==> config.mk <==
export PLATFORM = sky130hd
export DESIGN_NAME = jtag_tap_flat
export DESIGN_NICKNAME = d
export VERILOG_FILES = /design/src/rtl/jtag_pkg.sv /design/src/rtl/jtag_tap_if.sv /design/src/rtl/jtag_tap_fsm.sv /design/src/rtl/jtag_tap.sv /design/src/flat_wrapper.sv
export SDC_FILE = /design/constraint.sdc
export NUM_CORES = 1
export LEC_CHECK = 0
export ABC_CLOCK_PERIOD_IN_PS = 2000
export BUFFER_PORTS_ARGS = -buffer_cell sky130_fd_sc_hd__buf_2
export CORE_MARGIN = 4
export CORE_UTILIZATION = 59
export CTS_CLUSTER_DIAMETER = 50
export DETAILED_ROUTE_END_ITERATION = 7
export MAX_ROUTING_LAYER = met4
export PLACE_DENSITY = 0.85
export RECOVER_POWER = 100
export SYNTH_ARGS = -nofsm -noshare
export SYNTH_HDL_FRONTEND = slang
export SYNTH_SLANG_ARGS = --single-unit
==> constraint.sdc <==
create_clock -name tck -period 2 [get_ports tck]
set_input_delay 0.1 -clock tck [delete_from_list [all_inputs] [get_ports tck]]
set_output_delay 0.1 -clock tck [all_outputs]
set_load 0.02 [all_outputs]
==> src/rtl/jtag_pkg.sv <==
// jtag_pkg
// Shared definitions for the TAP controller: the 16 TAP state encodings,
// the instruction opcodes, the IR capture pattern and the internal DR
// select type.
// No ports; imported by jtag_tap_fsm, jtag_tap and the testbench.
package jtag_pkg;

  typedef enum logic [3:0] {
    TAP_TLR     = 4'h0,
    TAP_RTI     = 4'h1,
    TAP_SELDR   = 4'h2,
    TAP_CAPDR   = 4'h3,
    TAP_SHDR    = 4'h4,
    TAP_EX1DR   = 4'h5,
    TAP_PAUSEDR = 4'h6,
    TAP_EX2DR   = 4'h7,
    TAP_UPDDR   = 4'h8,
    TAP_SELIR   = 4'h9,
    TAP_CAPIR   = 4'hA,
    TAP_SHIR    = 4'hB,
    TAP_EX1IR   = 4'hC,
    TAP_PAUSEIR = 4'hD,
    TAP_EX2IR   = 4'hE,
    TAP_UPDIR   = 4'hF
  } tap_state_e;

  // Opcodes are given as integers and sized to IR_BITS at the point of use.
  // BYPASS is all-ones, expressed as -1 so the sized cast fills every bit.
  localparam int OP_EXTEST   = 0;
  localparam int OP_IDCODE   = 1;
  localparam int OP_SCAN_N   = 2;
  localparam int OP_USERCODE = 3;
  localparam int OP_BYPASS   = -1;

  localparam logic [1:0] IR_CAPTURE = 2'b01;

  typedef enum logic [1:0] {
    SEL_BYPASS   = 2'd0,
    SEL_IDCODE   = 2'd1,
    SEL_USERCODE = 2'd2,
    SEL_GPIO     = 2'd3
  } dr_sel_e;

endpackage

==> src/rtl/jtag_tap_if.sv <==
// jtag_tap_if
// Groups the TAP pin signals (tms/tdi/tdo/tdo_ena) and the signals shared
// with the downstream GPIO scan-chain block (gpios_tdo, DR strobes,
// instruction selects, debug state).
// Modports: master = JTAG host / GPIO side, slave = the TAP controller.
interface jtag_tap_if;
  logic       tms;
  logic       tdi;
  logic       tdo;
  logic       tdo_ena;
  logic       gpios_tdo;
  logic       capture_dr;
  logic       shift_dr;
  logic       update_dr;
  logic       scan_n_ir;
  logic       extest_ir;
  logic [3:0] tap_state;

  modport master (
    output tms, tdi, gpios_tdo,
    input  tdo, tdo_ena, capture_dr, shift_dr, update_dr,
           scan_n_ir, extest_ir, tap_state
  );

  modport slave (
    input  tms, tdi, gpios_tdo,
    output tdo, tdo_ena, capture_dr, shift_dr, update_dr,
           scan_n_ir, extest_ir, tap_state
  );
endinterface

==> src/rtl/jtag_tap_fsm.sv <==
// jtag_tap_fsm
// 16-state TAP controller: state register, TMS next-state logic and
// zero-latency state decodes.
// Ports: tck, reset (sync, active-high), tms in; state plus one-hot
// decodes (in_tlr, capture/shift/update for DR and IR) out.
//
// state   | meaning
// --------+----------------------------------------------
// TLR     | test-logic-reset, IR forced to IDCODE
// RTI     | run-test/idle
// SELDR   | select DR scan
// CAPDR   | parallel load of the selected DR
// SHDR    | shift selected DR, tdo enabled
// EX1DR   | exit1 DR, registers held
// PAUSEDR | pause DR, registers held
// EX2DR   | exit2 DR, registers held
// UPDDR   | update DR strobe
// SELIR   | select IR scan
// CAPIR   | load IR shifter with capture pattern
// SHIR    | shift IR shifter, tdo enabled
// EX1IR   | exit1 IR, registers held
// PAUSEIR | pause IR, registers held
// EX2IR   | exit2 IR, registers held
// UPDIR   | transfer IR shifter into IR
module jtag_tap_fsm
  import jtag_pkg::*;
(
  input  logic       tck,
  input  logic       reset,
  input  logic       tms,
  output tap_state_e state,
  output logic       in_tlr,
  output logic       capture_dr,
  output logic       shift_dr,
  output logic       update_dr,
  output logic       capture_ir,
  output logic       shift_ir,
  output logic       update_ir
);

  tap_state_e state_q, state_d;

  always_ff @(posedge tck) begin
    if (reset) state_q <= TAP_TLR;
    else       state_q <= state_d;
  end

  always_comb begin
    state_d = state_q;
    unique case (state_q)
      TAP_TLR:     state_d = tms ? TAP_TLR     : TAP_RTI;
      TAP_RTI:     state_d = tms ? TAP_SELDR   : TAP_RTI;
      TAP_SELDR:   state_d = tms ? TAP_SELIR   : TAP_CAPDR;
      TAP_CAPDR:   state_d = tms ? TAP_EX1DR   : TAP_SHDR;
      TAP_SHDR:    state_d = tms ? TAP_EX1DR   : TAP_SHDR;
      TAP_EX1DR:   state_d = tms ? TAP_UPDDR   : TAP_PAUSEDR;
      TAP_PAUSEDR: state_d = tms ? TAP_EX2DR   : TAP_PAUSEDR;
      TAP_EX2DR:   state_d = tms ? TAP_UPDDR   : TAP_SHDR;
      TAP_UPDDR:   state_d = tms ? TAP_SELDR   : TAP_RTI;
      TAP_SELIR:   state_d = tms ? TAP_TLR     : TAP_CAPIR;
      TAP_CAPIR:   state_d = tms ? TAP_EX1IR   : TAP_SHIR;
      TAP_SHIR:    state_d = tms ? TAP_EX1IR   : TAP_SHIR;
      TAP_EX1IR:   state_d = tms ? TAP_UPDIR   : TAP_PAUSEIR;
      TAP_PAUSEIR: state_d = tms ? TAP_EX2IR   : TAP_PAUSEIR;
      TAP_EX2IR:   state_d = tms ? TAP_UPDIR   : TAP_SHIR;
      TAP_UPDIR:   state_d = tms ? TAP_SELDR   : TAP_RTI;
      default:     state_d = TAP_TLR;
    endcase
  end

  always_comb begin
    state      = state_q;
    in_tlr     = (state_q == TAP_TLR);
    capture_dr = (state_q == TAP_CAPDR);
    shift_dr   = (state_q == TAP_SHDR);
    update_dr  = (state_q == TAP_UPDDR);
    capture_ir = (state_q == TAP_CAPIR);
    shift_ir   = (state_q == TAP_SHIR);
    update_ir  = (state_q == TAP_UPDIR);
  end

endmodule

==> src/rtl/jtag_tap.sv <==
// jtag_tap
// TAP controller top: instruction register, IDCODE/BYPASS (and optional
// USERCODE) data registers, instruction decode and the tdo mux.
// Ports: tck, reset (sync, active-high), bus (jtag_tap_if.slave) carrying
// tms/tdi/tdo/tdo_ena, gpios_tdo, DR strobes, scan_n/extest selects and
// the debug tap_state.
// Build option: define JTAG_TAP_USERCODE_EN to add the 32-bit USERCODE DR
// on opcode 3; without it opcode 3 falls through to BYPASS.
module jtag_tap
  import jtag_pkg::*;
#(
  parameter int          IR_BITS        = 4,
  parameter logic [31:0] IDCODE_VALUE   = 32'h0000_0001,
  parameter logic [31:0] USERCODE_VALUE = 32'h0000_0000
) (
  input  logic       tck,
  input  logic       reset,
  jtag_tap_if.slave  bus
);

  localparam logic [IR_BITS-1:0] IR_EXTEST   = IR_BITS'(OP_EXTEST);
  localparam logic [IR_BITS-1:0] IR_IDCODE   = IR_BITS'(OP_IDCODE);
  localparam logic [IR_BITS-1:0] IR_SCAN_N   = IR_BITS'(OP_SCAN_N);

  tap_state_e state;
  logic in_tlr, capture_dr, shift_dr, update_dr;
  logic capture_ir, shift_ir, update_ir;

  jtag_tap_fsm u_fsm (
    .tck        (tck),
    .reset      (reset),
    .tms        (bus.tms),
    .state      (state),
    .in_tlr     (in_tlr),
    .capture_dr (capture_dr),
    .shift_dr   (shift_dr),
    .update_dr  (update_dr),
    .capture_ir (capture_ir),
    .shift_ir   (shift_ir),
    .update_ir  (update_ir)
  );

  logic [IR_BITS-1:0] ir_q, ir_d;
  logic [IR_BITS-1:0] ir_shift_q, ir_shift_d;
  logic [31:0]        idcode_dr_q, idcode_dr_d;
  logic               bypass_dr_q, bypass_dr_d;
  dr_sel_e            dr_sel;
  logic               tdo_mux;

  // Anything not explicitly recognised selects the 1-bit bypass register.
  always_comb begin
    dr_sel = SEL_BYPASS;
    if (ir_q == IR_EXTEST || ir_q == IR_SCAN_N) dr_sel = SEL_GPIO;
    else if (ir_q == IR_IDCODE)                 dr_sel = SEL_IDCODE;
`ifdef JTAG_TAP_USERCODE_EN
    else if (ir_q == IR_BITS'(OP_USERCODE))     dr_sel = SEL_USERCODE;
`endif
  end

  always_comb begin
    ir_shift_d = ir_shift_q;
    if (capture_ir)    ir_shift_d = IR_BITS'(IR_CAPTURE);
    else if (shift_ir) ir_shift_d = {bus.tdi, ir_shift_q[IR_BITS-1:1]};

    ir_d = ir_q;
    if (in_tlr)         ir_d = IR_IDCODE;
    else if (update_ir) ir_d = ir_shift_q;

    idcode_dr_d = idcode_dr_q;
    bypass_dr_d = bypass_dr_q;
    if (dr_sel == SEL_IDCODE) begin
      if (capture_dr)    idcode_dr_d = IDCODE_VALUE;
      else if (shift_dr) idcode_dr_d = {bus.tdi, idcode_dr_q[31:1]};
    end
    if (dr_sel == SEL_BYPASS) begin
      if (capture_dr)    bypass_dr_d = 1'b0;
      else if (shift_dr) bypass_dr_d = bus.tdi;
    end
  end

  always_ff @(posedge tck) begin
    if (reset) begin
      ir_q        <= IR_IDCODE;
      ir_shift_q  <= '0;
      idcode_dr_q <= '0;
      bypass_dr_q <= 1'b0;
    end else begin
      ir_q        <= ir_d;
      ir_shift_q  <= ir_shift_d;
      idcode_dr_q <= idcode_dr_d;
      bypass_dr_q <= bypass_dr_d;
    end
  end

`ifdef JTAG_TAP_USERCODE_EN
  logic [31:0] usercode_dr_q, usercode_dr_d;

  always_comb begin
    usercode_dr_d = usercode_dr_q;
    if (dr_sel == SEL_USERCODE) begin
      if (capture_dr)    usercode_dr_d = USERCODE_VALUE;
      else if (shift_dr) usercode_dr_d = {bus.tdi, usercode_dr_q[31:1]};
    end
  end

  always_ff @(posedge tck) begin
    if (reset) usercode_dr_q <= '0;
    else       usercode_dr_q <= usercode_dr_d;
  end
`else
  // USERCODE_VALUE has no register to load in this build.
  logic unused_usercode_value;
  assign unused_usercode_value = ^USERCODE_VALUE;
`endif

  always_comb begin
    tdo_mux = 1'b0;
    if (shift_ir) begin
      tdo_mux = ir_shift_q[0];
    end else if (shift_dr) begin
      case (dr_sel)
        SEL_GPIO:     tdo_mux = bus.gpios_tdo;
        SEL_IDCODE:   tdo_mux = idcode_dr_q[0];
`ifdef JTAG_TAP_USERCODE_EN
        SEL_USERCODE: tdo_mux = usercode_dr_q[0];
`endif
        default:      tdo_mux = bypass_dr_q;
      endcase
    end
  end

  assign bus.tdo        = tdo_mux;
  assign bus.tdo_ena    = shift_ir | shift_dr;
  assign bus.capture_dr = capture_dr;
  assign bus.shift_dr   = shift_dr;
  assign bus.update_dr  = update_dr;
  assign bus.scan_n_ir  = (ir_q == IR_SCAN_N);
  assign bus.extest_ir  = (ir_q == IR_EXTEST);
  assign bus.tap_state  = state;

endmodule

==> src/flat_wrapper.sv <==
// flat-port wrapper written by rule: the top's interface ports become plain ports
module jtag_tap_flat import jtag_pkg::*;
#(
  parameter int          IR_BITS        = 4,
  parameter logic [31:0] IDCODE_VALUE   = 32'h0000_0001,
  parameter logic [31:0] USERCODE_VALUE = 32'h0000_0000
)
  (tck, reset, bus_tms, bus_tdi, bus_gpios_tdo, bus_tdo, bus_tdo_ena, bus_capture_dr, bus_shift_dr, bus_update_dr, bus_scan_n_ir, bus_extest_ir, bus_tap_state);
  jtag_tap_if bus_i ();
  input  logic tck;
  input  logic reset;
  input wire logic [$bits(bus_i.tms)-1:0] bus_tms;
  input wire logic [$bits(bus_i.tdi)-1:0] bus_tdi;
  input wire logic [$bits(bus_i.gpios_tdo)-1:0] bus_gpios_tdo;
  output wire logic [$bits(bus_i.tdo)-1:0] bus_tdo;
  output wire logic [$bits(bus_i.tdo_ena)-1:0] bus_tdo_ena;
  output wire logic [$bits(bus_i.capture_dr)-1:0] bus_capture_dr;
  output wire logic [$bits(bus_i.shift_dr)-1:0] bus_shift_dr;
  output wire logic [$bits(bus_i.update_dr)-1:0] bus_update_dr;
  output wire logic [$bits(bus_i.scan_n_ir)-1:0] bus_scan_n_ir;
  output wire logic [$bits(bus_i.extest_ir)-1:0] bus_extest_ir;
  output wire logic [$bits(bus_i.tap_state)-1:0] bus_tap_state;
  assign bus_i.tms = bus_tms;
  assign bus_i.tdi = bus_tdi;
  assign bus_i.gpios_tdo = bus_gpios_tdo;
  assign bus_tdo = bus_i.tdo;
  assign bus_tdo_ena = bus_i.tdo_ena;
  assign bus_capture_dr = bus_i.capture_dr;
  assign bus_shift_dr = bus_i.shift_dr;
  assign bus_update_dr = bus_i.update_dr;
  assign bus_scan_n_ir = bus_i.scan_n_ir;
  assign bus_extest_ir = bus_i.extest_ir;
  assign bus_tap_state = bus_i.tap_state;
  jtag_tap #(.IR_BITS(IR_BITS), .IDCODE_VALUE(IDCODE_VALUE), .USERCODE_VALUE(USERCODE_VALUE)) u_core (.tck(tck), .reset(reset), .bus(bus_i));
endmodule
# Word level (Yosys, flattened, before mapping)
# Cells that the tools add are included.
# word_totals
ff_bits	45
latch_bits	0
rom_bits	0
input_bits	5
n_memories	0
out_inout_bits	11
ram_bits	0
word_cells	63
# op_classes
eq_ne	19
n_lt_le_gt_ge	0
div_mod_pow	0
mul	0
shift	0
n_reduce_logical	13
add_sub_neg	0
mux	24
bitwise	1
# ops
cell	n
2-to-1 mux 32 bit	2
case mux 4 bit (12 select lines)	1
== test 4 bit (second input constant)	8
== test 4 x 3 -> 1 bit (second input constant)	4
2-to-1 mux 4 bit	4
== test 4 x 2 -> 1 bit (second input constant)	3
2-to-1 mux 1 bit	10
== test 4 x 1 -> 1 bit (second input constant)	2
logical NOT 4 bit	2
2-to-1 mux 2 bit	4
OR reduction 2 bit	4
2-to-1 mux 3 bit	2
AND reduction 2 bit	2
nonzero test 2 bit	2
OR reduction 3 bit	1
== test 2 x 1 -> 1 bit (second input constant)	1
== test 2 bit (second input constant)	1
logical NOT 2 bit	1
case mux 1 bit (2 select lines)	1
logical OR 1 bit	1
OR 1 bit	1

# Longest topological paths before layout
# logic_depth
word_depth	7
ltp_mapped	7
mapped_depth_nobuf	4

# Cells and area by module
# Synthesis repeated with hierarchy kept, for this count alone.
# hier_totals
cells_unflattened	247
hier_area_um2	2204.6
# by_module_without_submodules
mod	instances	seq_area_each_um2	cells_per_inst	area_per_inst_um2
jtag_tap	1	820.8	199	1843.0
jtag_tap_fsm	1	80.1	48	361.6

# Worst setup path after synthesis
# No wires, ideal clock.
# synth_path
kind	reg-to-reg
start	register u_core.u_fsm.state_q[3] (netlist: u_core.u_fsm.state[3])
end	register u_core.idcode_dr_q[23]
path_slack_ps	64
required_time_ps	1877
setup_ps	123
stages_incl_launch_ff	6
arrival_ps	1813
n_path_buf	2
synth_period_minus_slack_ps	1936
cell_sequence	dfxtp_1 buf_2 or4b_4 a21oi_4 buf_6 mux2_1
# synth_via
elab_chain_len	3
word_cells_on_any_way	5
cone_classes	eq/ne: 2; mux: 1; reduce/logical: 2
# synth_lines
item	line_no	source
from (decl)	jtag_tap_fsm.sv:41	tap_state_e state_q, state_d;
from (signal assigned)	jtag_tap_fsm.sv:45	else state_q <= state_d;
== test 4 x 2 -> 1 bit or == test 4 x 3 -> 1 bit (tied branches)	jtag_tap_fsm.sv:74, jtag_tap_fsm.sv:75	
nonzero test 2 bit (no line)	--	
AND reduction 2 bit (no line)	--	
to (signal assigned)	jtag_tap.sv:90	idcode_dr_q <= idcode_dr_d;
to (decl)	jtag_tap.sv:45	logic [31:0] idcode_dr_q, idcode_dr_d;
# Several ways; a longest one is shown, not always the timed one.
# A chain may end at the register's enable or synchronous reset.

# Worst setup path after layout
# layout_path
start	register u_core.u_fsm.state_q[3] (netlist: u_core.u_fsm.state[3])
end	output port bus_tdo
# layout_via
elab_chain_len	3
word_cells_on_any_way	4
cone_classes	eq/ne: 2; mux: 2
# layout_lines
item	line_no	source
== test 4 x 3 -> 1 bit	jtag_tap_fsm.sv:75	shift_dr = (state_q == TAP_SHDR);
2-to-1 mux 1 bit	jtag_tap.sv:120	end else if (shift_dr) begin
2-to-1 mux 1 bit (*)	jtag_tap.sv:118	if (shift_ir) begin
to (decl)	flat_wrapper.sv:15	output wire logic [$bits(bus_i.tdo)-1:0] bus_tdo;
# Every way passes the cells marked *; elsewhere a longest branch is shown, timed or not.

==> key figures <==
Timing
  – Setup TNS: 0 ns
  – Slew HR: 46.69%
  – Count of pins over their slew limit: 0
  – Final hold violation count: 0
  – Fmax: about 0.52 GHz
  – Period utilization: 95.75%
  – Endpoints failing setup: 0
  – RSZ-0062 raised after global routing: no
  – Clock skew: 0.01014 ns
  – Final min period: 1.915 ns
  – Worst-Margin Slew: 0.7893 ns
  – Worst setup margin: about 0.085 ns

Synth
  – Synth Net Count: around 240
  – Async S/R FF share, synth: 0%
  – Primary FF master, synth: dfxtp_1
  – Seq cells post-synth: 45
  – Syn avg cell area: 9.150 um^2
  – Number of synthesized flops with an enable pin: 0
  – Netlist Area Pre-Place: 2132 um^2
  – Syn. warnings: 0
  – Sequential area share after synthesis: 42.25%
  – Synth unique cells: 41
  – Cell count after synthesis: 233

Clock network
  – H-tree depth: 2
  – Root Buffer: clkbuf_4
  – CTS tree: yes
  – Worst-skew pair later-pin latency: 0.36 ns
  – Max clock buf depth: 2
  – Post-CTS setup buffers: 0
  – Clock Sinks: 45
  – Worst-path clk slew: 0.13 ns
  – CTS buffer count: 5

Setup path
  – R2R cell count: 5
  – Critical path startpoint: u_core.u_fsm.state[3]$_SDFF_PP0_
  – Type of the worst setup path: register to primary output
  – Crit path DAT: 1.82 ns
  – Worst R2R End: u_core.idcode_dr_q[11]$_SDFFE_PP0P_
  – Worst reg-to-reg setup slack: 0.12 ns
  – Crit start category: register
  – RR Startpoint: u_core.u_fsm.state[3]$_SDFF_PP0_
  – CP Capture Type: primary output
  – Crit path required time: 1.90 ns
  – Maximum fanout along the worst path: 4
  – Worst setup path end: bus_tdo

Drt
  – Drt drc: 0
  – Drt initial violations: 104
  – Drt via density: 5.565
  – Antenna Nets Post-Route: 0
  – Routed wire per std cell: about 14 um
  – First-pass iteration count of the detailed router: 4
  – Detailed Route WL: 4.042 mm
  – DR vias: 1625

Global routing
  – Initial antenna violation count: 0
  – First-pass GRT wire length: 6.624 mm
  – Grt total ovfl: 0
  – Vias in the first global route: 1472
  – Largest net degree at the start of global routing: 33
  – GRT Total Usage: a little under 20%

Run
  – Max-cap viol count: 0

Finish
  – Post-route design area: 2332 um^2
  – Register Area: 900.9 um^2
  – Final #Nets: 250
  – Inserted Diodes: 0
  – Share of cells above drive strength 1: 13.82%
  – Synth-to-Final Area Change: 9.390%
  – Multi-input logic area: 1121 um^2
  – Layout fillers: 261
  – Final non-filler cell total: between 200 and 300

Power
  – Worst vdd ir: ~0.4 mV
  – Sw Share: about a quarter
  – Logic gate share of total power: between 10% and 20%
  – Internal power: 0.001284 W
  – Register share of total power: 53.5%
  – Leak: 0.9173 nW
  – Clock Power Share: approximately 34%
  – Cell Pwr Density: 730.4 nW/um^2
  – NetSw: between 0.0004 and 0.0005 W

Die
  – Die ar.: 4640 um^2
  – Die Ht: 68.12 um
  – Initial Utilization: 62.42%
  – FP Rows: 21
  – Die W: 68.12 um
  – Placeable Area: 3416 um^2
  – Ports: 16

Placed design
  – Buffers on Ports: 15
  – DP Cell Count: 284
  – Placer Congestion: 0.8657
  – Worst slack, placed: 0.08717 ns
  – Placed Area: around 2200 um^2
  – DPL Wire Length: 2.669 mm

Worst hold path
  – Hold crit path type: input pin to register
  – Worst hold start: bus_tdi

Status
  – Status: finished clean
## power groups by stage
stage          combinational (W)  sequential, W  clock [W]
3_3_place_gp            0.000211       0.000929          0
2_1_floorplan           0.000154       0.000941          0
6_report                0.000214       0.000911   0.000578
4_1_cts                 0.000215       0.000911   0.000587
3_5_place_dp            0.000212       0.000931          0
5_1_grt                 0.000232       0.000912   0.000639
## through the flow
stage	util, %	power (W)	hold slack (ns)
4_1_cts	68.35	0.001713	0.01818
3_5_place_dp	65.79	0.001143	0.4034
6_report	68.28	0.001703	0.02675
3_3_place_gp	65.79	0.001140	0.3906
5_1_grt	68.28	0.001782	0.01449
2_1_floorplan	-	0.001095	0.2519
## flip-flops by register name, summed over array words and instances, names as in the netlist
signal	flops
u_core.u_fsm.state	4
u_core.ir_q	4
u_core.bypass_dr_q	1
u_core.idcode_dr_q	32
u_core.ir_shift_q	4
## layer usage
| layer | vias up | routed length [um] | global-route usage (%) |
|---|---|---|---|
| met3 | 8 | 142 | 5.583 |
| met1 | 762 | 1829 | 23.10 |
| li1 | 825 | - | - |
| met4 | 0 | 82 | 7.940 |
| met2 | 30 | 1987 | 31.05 |
| met5 | - | 0 | - |
## logic make-up (layout without fill, tap and decap cells)
kind of cell	count (synthesis)	count (layout)	share of synthesized area, %
flip-flops	45	45	42.25
AO/OA/AOI/OAI	27	27	8.980
AND/OR/NAND/NOR	99	99	25.12
buffers and inverters	25	38	5.458
multiplexers	36	36	17.78
XOR/XNOR	1	1	0.4109
## final cells by class
type                    instances  area share, %
well taps                      46          2.468
clock inverters                 1          1.288
clock buffers                   7          2.361
flip-flops and latches         45          38.63
inverters                       7          1.234
repair buffers                 23          5.955
multi-input cells             163          48.07
## timing repair
action / in CTS / in global routing
gates resized for setup: 2 / 2
endpoints found under the hold margin: 0 / 0
hold buffers: 0 / 0
setup endpoints to repair: 2 / 2
pin swaps: 0 / 0
## cells in the final DEF, fill, tap and decap left out, types with 2 or more instances in the layout
cell type / count
mux2i_1: 21
mux2_1: 8
mux2_2: 7
buf_4: 7
nor2b_1: 15
clkbuf_1: 8
nand2_1: 23
nand3b_1: 2
nand2b_1: 19
a211o_1: 2
clkbuf_2: 2
a211oi_1: 2
a2111oi_0: 2
buf_2: 6
inv_1: 5
nand3_1: 6
nor4b_1: 4
clkbuf_4: 5
a21oi_1: 6
o21ai_0: 6
nor2_1: 20
dfxtp_1: 45
## worst min path at each step
stage | end | cells past startpoint
2_1_floorplan | u_core.ir_shift_q[3]$_SDFFE_PP0P_ | 2
3_3_place_gp | u_core.ir_shift_q[3]$_SDFFE_PP0P_ | 3
3_5_place_dp | u_core.ir_shift_q[3]$_SDFFE_PP0P_ | 3
4_1_cts | u_core.ir_shift_q[3]$_SDFFE_PP0P_ | 3
5_1_grt | u_core.ir_shift_q[3]$_SDFFE_PP0P_ | 3
6_report | u_core.ir_shift_q[3]$_SDFFE_PP0P_ | 3
## synth_stat cells, types with 2 or more instances
| cell type | count | area [um^2] |
|---|---|---|
| a2111oi_0 | 3 | 26.28 |
| a211o_1 | 2 | 17.52 |
| a211oi_1 | 2 | 15.01 |
| a21oi_1 | 6 | 30.03 |
| buf_2 | 3 | 15.01 |
| buf_6 | 2 | 22.52 |
| clkbuf_1 | 12 | 45.04 |
| clkinv_1 | 2 | 7.510 |
| dfxtp_1 | 45 | 900.9 |
| inv_1 | 5 | 18.77 |
| mux2_1 | 8 | 90.09 |
| mux2_2 | 7 | 78.83 |
| mux2i_1 | 21 | 210.2 |
| nand2_1 | 23 | 86.33 |
| nand2b_1 | 19 | 118.9 |
| nand3_1 | 6 | 30.03 |
| nand3b_1 | 2 | 15.01 |
| nor2_1 | 20 | 75.07 |
| nor2b_1 | 15 | 93.84 |
| nor4b_1 | 4 | 35.03 |
| o21ai_0 | 6 | 30.03 |
## critical path: stages, from the launching register on
cell and delay, ns:
dfxtp_1 0.34, or4b_4 0.58, a2111oi_2 0.23, or3_1 0.15, clkbuf_2 0.16
No activity file was read; power rests on OpenSTA's default activity.
